## src/rtl/adxl355_spi_arbiter.sv

```systemverilog
// Single-owner arbiter for the ADXL355 SPI port, shared by the SYNC-driven
// sample reader and the asynchronous ESP32 host, with CSn-high gap and statistics.
module adxl355_spi_arbiter #(
    parameter int GAP_CYCLES    = 4,
    parameter int SYNC_STAGES   = 2,
    parameter int AUTO_WAIT_MAX = 400,
    parameter int CNT_BITS      = 8
) (
    input  logic                clk,
    input  logic                rst_n,
    input  logic                auto_req,
    output logic                auto_grant,
    input  logic                auto_csn,
    input  logic                auto_sclk,
    input  logic                auto_mosi,
    output logic                auto_miso,
    input  logic                host_csn,
    input  logic                host_sclk,
    input  logic                host_mosi,
    output logic                host_miso,
    output logic                host_busy,
    output logic                adxl_csn,
    output logic                adxl_sclk,
    output logic                adxl_mosi,
    input  logic                adxl_miso,
    output logic [1:0]          owner,
    output logic [CNT_BITS-1:0] auto_miss_cnt,
    output logic [CNT_BITS-1:0] host_drop_cnt
);

    localparam int GW = $clog2(GAP_CYCLES + 1);
    localparam int WW = $clog2(AUTO_WAIT_MAX + 1);

    typedef enum logic [1:0] {
        ST_IDLE = 2'd0,
        ST_AUTO = 2'd1,
        ST_HOST = 2'd2,
        ST_GAP  = 2'd3
    } state_t;

    state_t                 r_state;
    logic                   r_auto_grant;
    logic                   r_host_sel;
    logic [GW-1:0]          r_gap_cnt;
    logic [SYNC_STAGES-1:0] r_hsync;
    logic [SYNC_STAGES-1:0] r_valid_sr;
    logic                   r_hcs_d;
    logic                   r_hcs_arm;
    logic [WW-1:0]          r_wait_cnt;
    logic [CNT_BITS-1:0]    r_miss_cnt;
    logic [CNT_BITS-1:0]    r_drop_cnt;

    logic w_hcs;
    logic w_host_start;
    logic w_host_rise;
    logic w_drop;
    logic w_waiting;

    assign w_hcs        = r_hsync[SYNC_STAGES-1];
    // A start needs hcs to have been genuinely high, so a csn held low across reset never grants.
    assign w_host_start = r_hcs_arm & ~w_hcs;
    assign w_host_rise  = ~r_hcs_d & w_hcs;
    assign w_drop       = w_host_start & ((r_state != ST_IDLE) | auto_req);
    assign w_waiting    = auto_req & (r_state != ST_AUTO);

    // host_csn synchronizer, edge history and post-reset arming
    always_ff @(posedge clk or negedge rst_n) begin
        if (!rst_n) begin
            r_hsync    <= '1;
            r_valid_sr <= '0;
            r_hcs_d    <= 1'b1;
            r_hcs_arm  <= 1'b0;
        end else begin
            r_hsync    <= {r_hsync[SYNC_STAGES-2:0], host_csn};
            r_valid_sr <= {r_valid_sr[SYNC_STAGES-2:0], 1'b1};
            r_hcs_d    <= w_hcs;
            r_hcs_arm  <= w_hcs & r_valid_sr[SYNC_STAGES-1];
        end
    end

    // Ownership state machine with registered select/grant
    always_ff @(posedge clk or negedge rst_n) begin
        if (!rst_n) begin
            r_state      <= ST_IDLE;
            r_auto_grant <= 1'b0;
            r_host_sel   <= 1'b0;
            r_gap_cnt    <= '0;
        end else begin
            case (r_state)
                ST_IDLE: begin
                    if (auto_req) begin
                        r_state      <= ST_AUTO;
                        r_auto_grant <= 1'b1;
                    end else if (w_host_start) begin
                        r_state    <= ST_HOST;
                        r_host_sel <= 1'b1;
                    end else begin
                        r_state <= ST_IDLE;
                    end
                end
                ST_AUTO: begin
                    if (!auto_req) begin
                        r_state      <= ST_GAP;
                        r_auto_grant <= 1'b0;
                        r_gap_cnt    <= GW'(GAP_CYCLES - 1);
                    end else begin
                        r_state <= ST_AUTO;
                    end
                end
                ST_HOST: begin
                    if (w_host_rise) begin
                        r_state    <= ST_GAP;
                        r_host_sel <= 1'b0;
                        r_gap_cnt  <= GW'(GAP_CYCLES - 1);
                    end else begin
                        r_state <= ST_HOST;
                    end
                end
                ST_GAP: begin
                    if (r_gap_cnt == GW'(0)) begin
                        if (auto_req) begin
                            r_state      <= ST_AUTO;
                            r_auto_grant <= 1'b1;
                        end else begin
                            r_state <= ST_IDLE;
                        end
                    end else begin
                        r_gap_cnt <= r_gap_cnt - GW'(1);
                    end
                end
                default: begin
                    r_state      <= ST_IDLE;
                    r_auto_grant <= 1'b0;
                    r_host_sel   <= 1'b0;
                end
            endcase
        end
    end

    // Auto wait timer and saturating miss/drop statistics
    always_ff @(posedge clk or negedge rst_n) begin
        if (!rst_n) begin
            r_wait_cnt <= '0;
            r_miss_cnt <= '0;
            r_drop_cnt <= '0;
        end else begin
            if (w_waiting) begin
                if (r_wait_cnt != WW'(AUTO_WAIT_MAX)) begin
                    r_wait_cnt <= r_wait_cnt + WW'(1);
                    if ((r_wait_cnt == WW'(AUTO_WAIT_MAX - 1)) && (r_miss_cnt != {CNT_BITS{1'b1}})) begin
                        r_miss_cnt <= r_miss_cnt + CNT_BITS'(1);
                    end
                end
            end else begin
                r_wait_cnt <= '0;
            end
            if (w_drop && (r_drop_cnt != {CNT_BITS{1'b1}})) begin
                r_drop_cnt <= r_drop_cnt + CNT_BITS'(1);
            end
        end
    end

    assign adxl_csn      = r_host_sel ? host_csn  : (r_auto_grant ? auto_csn  : 1'b1);
    assign adxl_sclk     = r_host_sel ? host_sclk : (r_auto_grant ? auto_sclk : 1'b1);
    assign adxl_mosi     = r_host_sel ? host_mosi : (r_auto_grant ? auto_mosi : 1'b0);
    assign auto_miso     = r_auto_grant ? adxl_miso : 1'b1;
    assign host_miso     = r_host_sel   ? adxl_miso : 1'b1;
    assign auto_grant    = r_auto_grant;
    assign owner         = r_state;
    assign host_busy     = (r_state != ST_IDLE) | auto_req;
    assign auto_miss_cnt = r_miss_cnt;
    assign host_drop_cnt = r_drop_cnt;

endmodule
```

## config.mk

```make
export PLATFORM = sky130hd
export DESIGN_NAME = adxl355_spi_arbiter
export DESIGN_NICKNAME = d
export VERILOG_FILES = /design/src/rtl/adxl355_spi_arbiter.sv
export SDC_FILE = /design/constraint.sdc
export NUM_CORES = 1
export LEC_CHECK = 0
export ABC_AREA = 1
export CORE_MARGIN = 3
export CORE_UTILIZATION = 30
export CTS_CLUSTER_DIAMETER = 200
export DETAILED_ROUTE_END_ITERATION = 8
export DONT_BUFFER_PORTS = 1
export GPL_TIMING_DRIVEN = 0
export PLACE_DENSITY = 0.45
export SLEW_MARGIN = 10
export SYNTH_ARGS = -nofsm -noshare
export SYNTH_HDL_FRONTEND = slang
export SYNTH_SLANG_ARGS = --single-unit
```

## constraint.sdc

```tcl
create_clock -name clk -period 3.23 [get_ports clk]
set_input_delay 0.4845 -clock clk [delete_from_list [all_inputs] [get_ports clk]]
set_output_delay 0.4845 -clock clk [all_outputs]
set_load 0.005 [all_outputs]
```

==> flow_summary_export.csv <==
group,metric,value,unit
grt,grt_use_met2,17.9,%
worst_setup_path,cp_common_cell,"inv_1",
cells_and_area,seqCellArea,955,um^2
timing,tns,0,ns
clock_network,path_clk_slew,0.09,ns
worst_setup_path,rr_worst_depth,7,
worst_setup_path,path_max_fanout,3,
timing,final_max_slew_viol_count,0,
worst_setup_path,cp.arrival,1.12,ns
grt,gr-total-overflow,0,
place,portBuffers,0,
grt,grt_pass1_wl,6950,um
worst_setup_path,slowest_stage,"dfrtp_1",
place,gp_congestion,0.754,
clock_network,cts.htree.levels,2,
timing,setup_viol,0,
clock_network,cts_resized,0,
grt,gr-max-usage-layer,"met2",
die,rows,29,
logic_synthesis,synth_nets,272,
routing,drtPass1Iterations,4,
die,die_h,88.6,um
grt,grt_usage,11.3,%
logic_synthesis,ys_seq_area_share,46.6,%
cells_and_area,instances_no_fill,342,
timing,finalClockSkew,0.0147,ns
routing,avgViaCountPerCell,4.67,
logic_synthesis,syn-cell-area,0.00205,mm^2
power,p_total,0.00148,W
hold_path,holdCritPathClass,"in -> async",
place,dp_hpwl,2850,um
power,vdd_ir_drop_max,237,uV
grt,antenna_found_initial,0,
grt,grt_max_degree,36,
clock_network,numCtsBuffers,5,
routing,wl,4070,um
place,dpl-instance-area,0.00214,mm^2
worst_setup_path,critPathMaxStageDelay,0.39,ns
timing,finalCritPeriodShare,49.6,%
cells_and_area,n_fill_cell,667,
timing,rsz0062_at_grt,"false",
die,die_w,88.6,um
die,core,0.00649,mm^2
cells_and_area,post-route-util,35.4,%
logic_synthesis,syn_area_per_cell,8.00,um^2
routing,wl_per_cell,11.9,um
power,total_leakage_power,1.16,nW
clock_network,clock-sinks,38,
timing,fmax,625,MHz
routing,drc,0,
timing,hold_violations,0,
grt,grt_pass1_vias,1528,
worst_setup_path,r2r-end,"auto_miss_cnt[1]",
outcome,status,"completed",
die,initial_core_util,31.5,%
logic_synthesis,ys_types,30,
worst_setup_path,required,2.75,ns
cells_and_area,diodes,0,
timing,layout_min_cycle_time,1.60,ns
clock_network,cts_setup_buffers,0,
clock_network,cts-root-buf,"clkbuf_8",
place,dp.cells,333,
routing,drtIter0Drc,50,
routing,ant_nets,0,
worst_setup_path,crit_type,"reg -> out",
power,powerDensity,642,mW/mm^2
worst_setup_path,worstSetupEndpointType,"output pin",
cells_and_area,area.growth.synth_to_final,12.4,%
worst_setup_path,start_kind,"flop",
grt,met1_usage,14.3,%
logic_synthesis,synth_warnings,0,
grt,grt_use_met3,3.63,%
worst_setup_path,timing.rr.start,"auto_miss_cnt[0]",
clock_network,ctsHoldBuffers,1,
cells_and_area,fin_area,0.00230,mm^2
cells_and_area,nets,280,
job,maxCapViolCount,0,
worst_setup_path,r2r_setup_slack,1.67,ns
clock_network,clock_latency,0.30,ns
clock_network,cts_buffer_depth,2,
die,die-area,0.00785,mm^2
logic_synthesis,syn_inst,256,
routing,vias,1598,
die,pin_count,35,
clock_network,cts_tree,"yes",
cells_and_area,multiInputGateArea,940,um^2
cells_and_area,drive_gt1_share,12.1,%
worst_setup_path,worstPathCellList,"inv_1 -> nor2_1 -> inv_1 -> o22a_1",
logic_synthesis,ys_ff_latch,38,
-- layer usage --
metal | up-vias | routed length (um)
met5 | - | 0
met1 | 748 | 1870
met2 | 29 | 1900
met4 | 0 | 63
met3 | 7 | 237
li1 | 814 | -
-- power by group --
part           internal [W]  switching [W]  total [W]
Sequential         0.000551      0.0000843   0.000635
Combinational      0.000135       0.000213   0.000348
Clock              0.000310       0.000184   0.000494
Total              0.000996       0.000482    0.00148
-- placed cells by master, fill, tap and decap left out, types with 3 or more instances in the layout --
cell type,instances
nand2_1,87
dfstp_2,3
ha_1,6
inv_1,30
a21oi_1,7
inv_2,5
nand3b_1,5
o21ai_0,6
nor2_1,20
clkbuf_8,5
xnor2_1,4
dfrtp_1,35
xor2_1,5
nand3_1,17
nand3_2,3
-- cells in the mapped netlist, drive strengths merged --
master  number  share of area [%]
nand2       91                 18
dfstp        3                3.8
dfrtp       35                 43
o211ai       1               0.37
a22o         1               0.43
nand3b       5                1.8
a21oi        8                2.5
xor2         5                2.1
ha           6                3.7
nand4        1               0.31
a21boi       1               0.37
inv         35                6.4
buf          2                1.1
nor3         1               0.24
o31ai        1               0.37
nand3       20                5.6
o21ai       10                2.8
conb         1               0.18
o22a         2               0.86
nor2        23                4.8
xnor2        4                1.7
-- how the worst max path moves through the flow --
| stage | from | endpoint | slack [ns] |
|---|---|---|---|
| finish | auto_grant | adxl_csn | 1.63 |
| floorplan | auto_miss_cnt[0] | auto_miss_cnt[3] | 1.87 |
| global route | auto_miss_cnt[0] | auto_miss_cnt[4] | 1.53 |
| detailed placement | auto_miss_cnt[0] | auto_miss_cnt[7] | 1.66 |
| CTS | auto_grant | adxl_csn | 1.61 |
| global placement | auto_miss_cnt[0] | auto_miss_cnt[3] | 1.66 |
-- through the flow --
| stage | hold slack, ns | setup slack, ns |
|---|---|---|
| finish | 0.00606 | 1.63 |
| floorplan | 0.189 | 1.87 |
| detailed placement | 0.190 | 1.66 |
| global placement | 0.191 | 1.66 |
| CTS | 0.00667 | 1.61 |
| global route | 0.00117 | 1.53 |
-- sequential cells by signal, summed over array words and instances, names as in the netlist --
name and cells:
r_hcs_arm 1, auto_miss_cnt 8, r_hsync 2, r_host_sel 1, owner 2, host_drop_cnt 8
auto_grant 1, r_gap_cnt 3, r_valid_sr 2, r_wait_cnt 9, r_hcs_d 1
-- area by class of cell --
type	instances	area share, %
Sequential cell	38	41.5
Multi-Input combinational cell	181	40.8
Inverter	35	5.71
Tap cell	77	4.18
Clock buffer	5	2.99
Clock inverter	3	2.99
Buffer	2	0.978
Timing Repair Buffer	1	0.870
-- kinds of logic after synthesis --
group	Yosys count	synth area share [%]
xor+xnor	9	3.85
other cells	1	0.183
simple gates	141	30.5
buf+inv	37	7.51
flops	38	46.6
fa+ha+maj	6	3.67
compound gates	24	7.70
-- critical path, delay by kind of cell, from the launching register on --
family	cells	cell delay, ns
buffers and inverters	2	0.14
flip-flops	1	0.39
AO/OA/AOI/OAI	1	0.17
AND/OR/NAND/NOR	1	0.12
Power figures use the tool's default switching activity.
